--- config.mk ---
export PLATFORM = sky130hd
export DESIGN_NAME = cache_write_through_buffer
export DESIGN_NICKNAME = d
export VERILOG_FILES = /design/src/rtl/cache_write_through_buffer.sv
export SDC_FILE = /design/constraint.sdc
export NUM_CORES = 1
export LEC_CHECK = 0
export BUFFER_PORTS_ARGS = -buffer_cell sky130_fd_sc_hd__buf_2
export CAP_MARGIN = 20
export CORE_MARGIN = 2
export CORE_UTILIZATION = 50
export CTS_CLUSTER_DIAMETER = 50
export DETAILED_ROUTE_END_ITERATION = 12
export PLACE_DENSITY = 0.66
export SYNTH_ARGS = -nofsm -noshare
export SYNTH_HDL_FRONTEND = slang
export SYNTH_SLANG_ARGS = --single-unit
--- constraint.sdc ---
create_clock -name ap_clk -period 21 [get_ports ap_clk]
set_input_delay 3.15 -clock ap_clk [delete_from_list [all_inputs] [get_ports ap_clk]]
set_output_delay 3.15 -clock ap_clk [all_outputs]
set_load 0.03 [all_outputs]
--- src/rtl/cache_write_through_buffer.sv ---
// cache_write_through_buffer: write-through store FIFO with registered head output for the AXI write channel
module cache_write_through_buffer #(
  parameter int CACHE_FRONTEND_ADDR_W = 32,
  parameter int CACHE_FRONTEND_DATA_W = 32,
  parameter int CACHE_FRONTEND_NBYTES = CACHE_FRONTEND_DATA_W / 8,
  parameter int CACHE_FRONTEND_BYTE_W = $clog2(CACHE_FRONTEND_NBYTES),
  parameter int CACHE_WTBUF_DEPTH_W   = 4
) (
  input  logic                                              ap_clk,
  input  logic                                              reset,
  input  logic                                              in_valid,
  input  logic [CACHE_FRONTEND_ADDR_W-CACHE_FRONTEND_BYTE_W-1:0] in_addr,
  input  logic [CACHE_FRONTEND_DATA_W-1:0]                  in_wdata,
  input  logic [CACHE_FRONTEND_NBYTES-1:0]                  in_wstrb,
  output logic                                              in_ready,
  output logic                                              mem_valid,
  output logic [CACHE_FRONTEND_ADDR_W-CACHE_FRONTEND_BYTE_W-1:0] mem_addr,
  output logic [CACHE_FRONTEND_DATA_W-1:0]                  mem_wdata,
  output logic [CACHE_FRONTEND_NBYTES-1:0]                  mem_wstrb,
  input  logic                                              mem_ready,
  output logic                                              empty,
  output logic                                              full,
  output logic [CACHE_WTBUF_DEPTH_W:0]                      level
);
  localparam int DW = CACHE_WTBUF_DEPTH_W;
  localparam int DEPTH = 1 << DW;
  localparam int EW = CACHE_FRONTEND_ADDR_W - CACHE_FRONTEND_BYTE_W + CACHE_FRONTEND_DATA_W + CACHE_FRONTEND_NBYTES;
  logic [EW-1:0] store_q [DEPTH];
  logic [EW-1:0] out_q, out_d;
  logic [DW-1:0] wptr_q, wptr_d, rptr_q, rptr_d;
  logic [DW:0]   level_q, level_d;
  logic          push, pop;
  assign full      = level_q == (DW+1)'(DEPTH);
  assign empty     = level_q == '0;
  assign in_ready  = ~full;
  assign mem_valid = ~empty;
  assign level     = level_q;
  assign {mem_addr, mem_wdata, mem_wstrb} = out_q;
  // Flags come from the registered level only, so a full buffer rejects a push even when it pops.
  always_comb begin
    push    = in_valid & ~full;
    pop     = mem_ready & ~empty;
    wptr_d  = wptr_q + DW'(push);
    rptr_d  = rptr_q + DW'(pop);
    level_d = level_q + (DW+1)'(push) - (DW+1)'(pop);
    out_d   = pop ? store_q[rptr_q] : out_q;
  end
  always_ff @(posedge ap_clk) begin
    if (reset) begin
      wptr_q  <= '0;
      rptr_q  <= '0;
      level_q <= '0;
      out_q   <= '0;
    end else begin
      wptr_q  <= wptr_d;
      rptr_q  <= rptr_d;
      level_q <= level_d;
      out_q   <= out_d;
    end
  end
  always_ff @(posedge ap_clk) begin
    if (!reset && push) store_q[wptr_q] <= {in_addr, in_wdata, in_wstrb};
  end
endmodule

# Word-level counts from Yosys, hierarchy flattened
# Memory sizes are Yosys's and may differ from the RTL's. A register that Yosys moved wholly into a read port is not among the register bits.
# Index checks and enable logic that the tools add are counted.
[classes] bitwise_logic=4 n_eq_ne=1 add_sub_neg=4 n_mux=2 reduce_logical=3
[op_table] op="4-bit by 1-bit adder with 4-bit output" count=2
[op_table] op="5-bit by 1-bit adder with 5-bit output" count=1
[op_table] op="5-bit == test, second input constant" count=1
[op_table] op="5-bit logical NOT" count=1
[op_table] op="5-bit by 1-bit subtractor with 5-bit output" count=1
[op_table] op="1-bit bitwise AND" count=2
[op_table] op="1-bit 2-to-1 mux" count=2
[op_table] op="1-bit NOT" count=2
[op_table] op="1-bit logical AND" count=1
[op_table] op="1-bit logical NOT" count=1
[word_totals] in_bits=70 elab_cells=18 out_inout_bits=75 memories=1 ram_bits=1056 reg_bits=13
[mem_list] memory="store_q" depth=16 width=66 read_ports=1 rd_clocked_by_memory_dff=1 wr=1 line="28" text="logic [EW-1:0] store_q [DEPTH];"

# Depth between registers and ports, before layout
[logic_depth] depth_word=6 mapped_depth=15 mapped_depth_nobuf=15

# Worst setup path before layout
# Ideal clock, no wire load.
[synth_path] kind="input port to flip-flop" startpoint="input reset" endpoint="memory store_q[0][0] in the netlist's numbering (enable)" setup_time_ps=571 t_required_ps=20429 stages=3 path_slack_ps=12037 arrival_ps=8391 path_buffers=0 cell_sequence="nor3b_1 or3b_1 nor3_1"
[synth_via] elab_chain_cells=4
[synth_lines] element="start, declared" line="10" text="input logic reset,"
[synth_lines] element="1-bit logical NOT" line="62" text="if (!reset && push) store_q[wptr_q] <= {in_addr, in_wdata, in_wstrb};"
[synth_lines] element="1-bit logical AND" line="62"
[synth_lines] element="1-bit 2-to-1 mux" line="62"
[synth_lines] element="1-bit 2-to-1 mux (implied by the code)" line="62"
[synth_lines] element="end, declared" line="28"
# Every way passes these cells.

# Worst setup path in the final report
[layout_path] startpoint="input reset" endpoint="memory store_q[15][12] in the netlist's numbering (enable)"
# The elaborated chain is that of the path after synthesis.

==> out/metrics.yaml <==
syn-num-nets: 1924
period_share_pct: 28.51
worstPathArrival_ps: 6280
criticalPathCategory: "in -> reg"
synth-seq-area-share_pct: 78.05
worst_slew_pin_slew_ps: 1065
hold_class: "reg -> reg"
final.min_clock_period_ps: 5988
drcViolationCount: 0
synth_edf_count: 1056
antenna_found_initial: 7
synth_cells: 1843
htreeDepth: 3
totalPowerFinal_w: 0.005493
setup_viol: 0
core_um2: 84880
synth_flop_cell: "edfxtp_1"
crit_family: "simple AND/OR/NAND/NOR gates"
grt_pass1_wl_um: 129500
slowest_stage: "nor2_4"
max_freq_ghz: 0.1670
drt_iter0_drc: 1517
worstPathCellList: "buf_2 -> nor3b_1 -> nand3_1 -> nor2_4 -> buf_4"
syn_area_um2: 42660
track_usage_pct: 20.10
yosys.cell_types.count: 38
cts.repair.resized: 0
area_growth_pct: 13.58
die_w_um: 296.1
nNetsFinal: 2127
grt_max_degree: 115
status: "finished clean"
cts_hold_buffers: 0
dp.cells: 3069
wl_per_cell_um: 26.03
end_kind: "register"
firstDrtPassIters: 5
crit_path_max_fanout: 42
cts_tree: "done"
fin_skew_ps: 28.75
gp_congestion: 0.7092
crit_required_ps: 21290
ys_ff_latch: 1135
clk_latency_ps: 680
drv_slew: 0
drtAntennaViolNets: 0
clkSinkCount: 1135
initial_core_util_pct: 50.26
grt_pass1_vias: 20580
p_per_area_nw_per_um2: 113.4
post_cts_buffers: 0
tns_ps: 0
io_buffers: 144
drt-total-wl_um: 85810
drive_gt1_share_pct: 30.54
num_vias: 19210
path_buf_inv: 2
hold_viol_final: 0
syn_area_per_cell_um2: 23.14
cts_root_buf: "clkbuf_16"
max_stage_delay_ps: 900
die_area_um2: 87660
grt_setup_unrepaired: "false"
io_pins: 145
cap_violations: 0
clkTransAtPathRegs_ps: 60
viasPerCell: 5.827
p_leak_nw: 15.07
hpwl_um: 45270
async_reset_ff_share_pct: 0
cts_buffer_depth: 3
stdcell_area_um2: 48450
synth_warnings: 0
postPlaceCellArea_um2: 44630
peakVddDrop_mv: 0.09123
grt.overflow.total: 0
final-instance-count-excl-fill: 3297
fp.dieH_um: 296.1
rows: 107
relSlewSlack_pct: 29.00
cts_buffers: 115
start_kind: "primary input"
-- Yosys cell counts (4+ instances only) --
| cell type | number | area (µm²) |
|---|---|---|
| buf_1 | 24 | 90.09 |
| buf_2 | 11 | 55.05 |
| buf_4 | 31 | 232.7 |
| buf_6 | 9 | 101.4 |
| clkbuf_1 | 18 | 67.56 |
| dfxtp_1 | 79 | 1582 |
| edfxtp_1 | 1056 | 31710 |
| ha_1 | 10 | 125.1 |
| inv_1 | 10 | 37.54 |
| mux2i_1 | 132 | 1321 |
| mux4_2 | 264 | 5946 |
| nand2_1 | 67 | 251.5 |
| nand3_1 | 4 | 20.02 |
| nor2_1 | 19 | 71.32 |
| nor2b_1 | 8 | 50.05 |
| nor3_1 | 5 | 25.02 |
| o221ai_1 | 50 | 437.9 |
| o221ai_2 | 16 | 240.2 |
-- through the flow --
stage	hold WS [ps]	worst slack (ps)	utilization, %
after floorplan	553.8	12040	-
after global placement	447.3	14340	52.53
after detailed placement	448.0	14270	52.58
after CTS	467.6	14960	56.97
after global routing	481.4	14990	57.07
final	460.0	15010	57.08
-- worst register-to-register path, cell delays in order (launching register included) --
cell and delay, ps:
dfxtp_4 720, buf_4 720, buf_12 810, buf_4 970, mux4_2 640, mux2i_1 310
o221ai_1 160
-- routing by layer --
| layer | up-vias | track usage [%] | part of all wire [%] |
|---|---|---|---|
| met4 | 6 | 4.780 | 1.8 |
| met3 | 112 | 3.350 | 5.4 |
| met2 | 503 | 34.78 | 52 |
| li1 | 8241 | - | - |
| met1 | 10350 | 26.85 | 41 |
| met5 | - | 0 | 0.040 |
-- where the power goes --
| group | leakage, nW | total (W) | internal (W) | switching [W] |
|---|---|---|---|---|
| combinational | 3.09 | 0.000883 | 0.000400 | 0.000483 |
| sequential | 10.2 | 0.00262 | 0.00255 | 0.0000640 |
| clock | 1.81 | 0.00199 | 0.00116 | 0.000834 |
| total | 15.1 | 0.00549 | 0.00411 | 0.00138 |
-- sequential cells by signal, summed over array words and instances, names as in the netlist --
register	flops
store_q	1056
level	5
rptr_q	4
out_q	66
wptr_q	4
-- final cells by class --
class	count	area, µm²
clock inverter	76	706.9
fill	6181	36430
inverter	11	41.29
sequential	1135	33300
timing repair buffer	184	1107
clock buffer	143	3024
multi-input combinational	599	8823
antenna	5	12.51
tap	1144	1431
-- placed cells by master, fill, tap and decap left out, types with 16 or more instances in the layout --
| cell | synthesis | final |
|---|---|---|
| buf_2 | 11 | 144 |
| buf_4 | 31 | 33 |
| clkbuf_1 | 18 | 25 |
| clkbuf_16 | 0 | 116 |
| clkinv_1 | 0 | 27 |
| clkinv_2 | 0 | 18 |
| dfxtp_1 | 79 | 76 |
| edfxtp_1 | 1056 | 1056 |
| mux2i_1 | 132 | 132 |
| mux4_2 | 264 | 264 |
| nand2_1 | 67 | 67 |
| o221ai_1 | 50 | 50 |
| o221ai_2 | 16 | 16 |
-- kinds of logic (layout without fill, tap and decap cells) --
family / Yosys count / count (layout) / synth area share [%]
other: 0 / 5 / 0
buffers and inverters: 109 / 414 / 1.543
AND/OR/NAND/NOR: 115 / 115 / 1.241
adder cells (fa/ha/maj): 11 / 11 / 0.3403
multiplexers: 396 / 396 / 17.04
AO/OA/AOI/OAI: 71 / 71 / 1.669
flip-flops: 1135 / 1135 / 78.05
XOR/XNOR: 6 / 6 / 0.1232
-- final timing paths --
| path | start | endpoint | slack [ps] | cells after the start |
|---|---|---|---|---|
| worst max-delay path | reset | store_q[15][12] | 15010 | 5 |
| worst min-delay path | out_q[16] | out_q[16] | 460 | 2 |
| worst max register to register | rptr_q[0] | out_q[11] | 16500 | 6 |
| worst min register to register | out_q[16] | out_q[16] | 460 | 2 |
No activity file was read; power rests on OpenSTA's default activity.
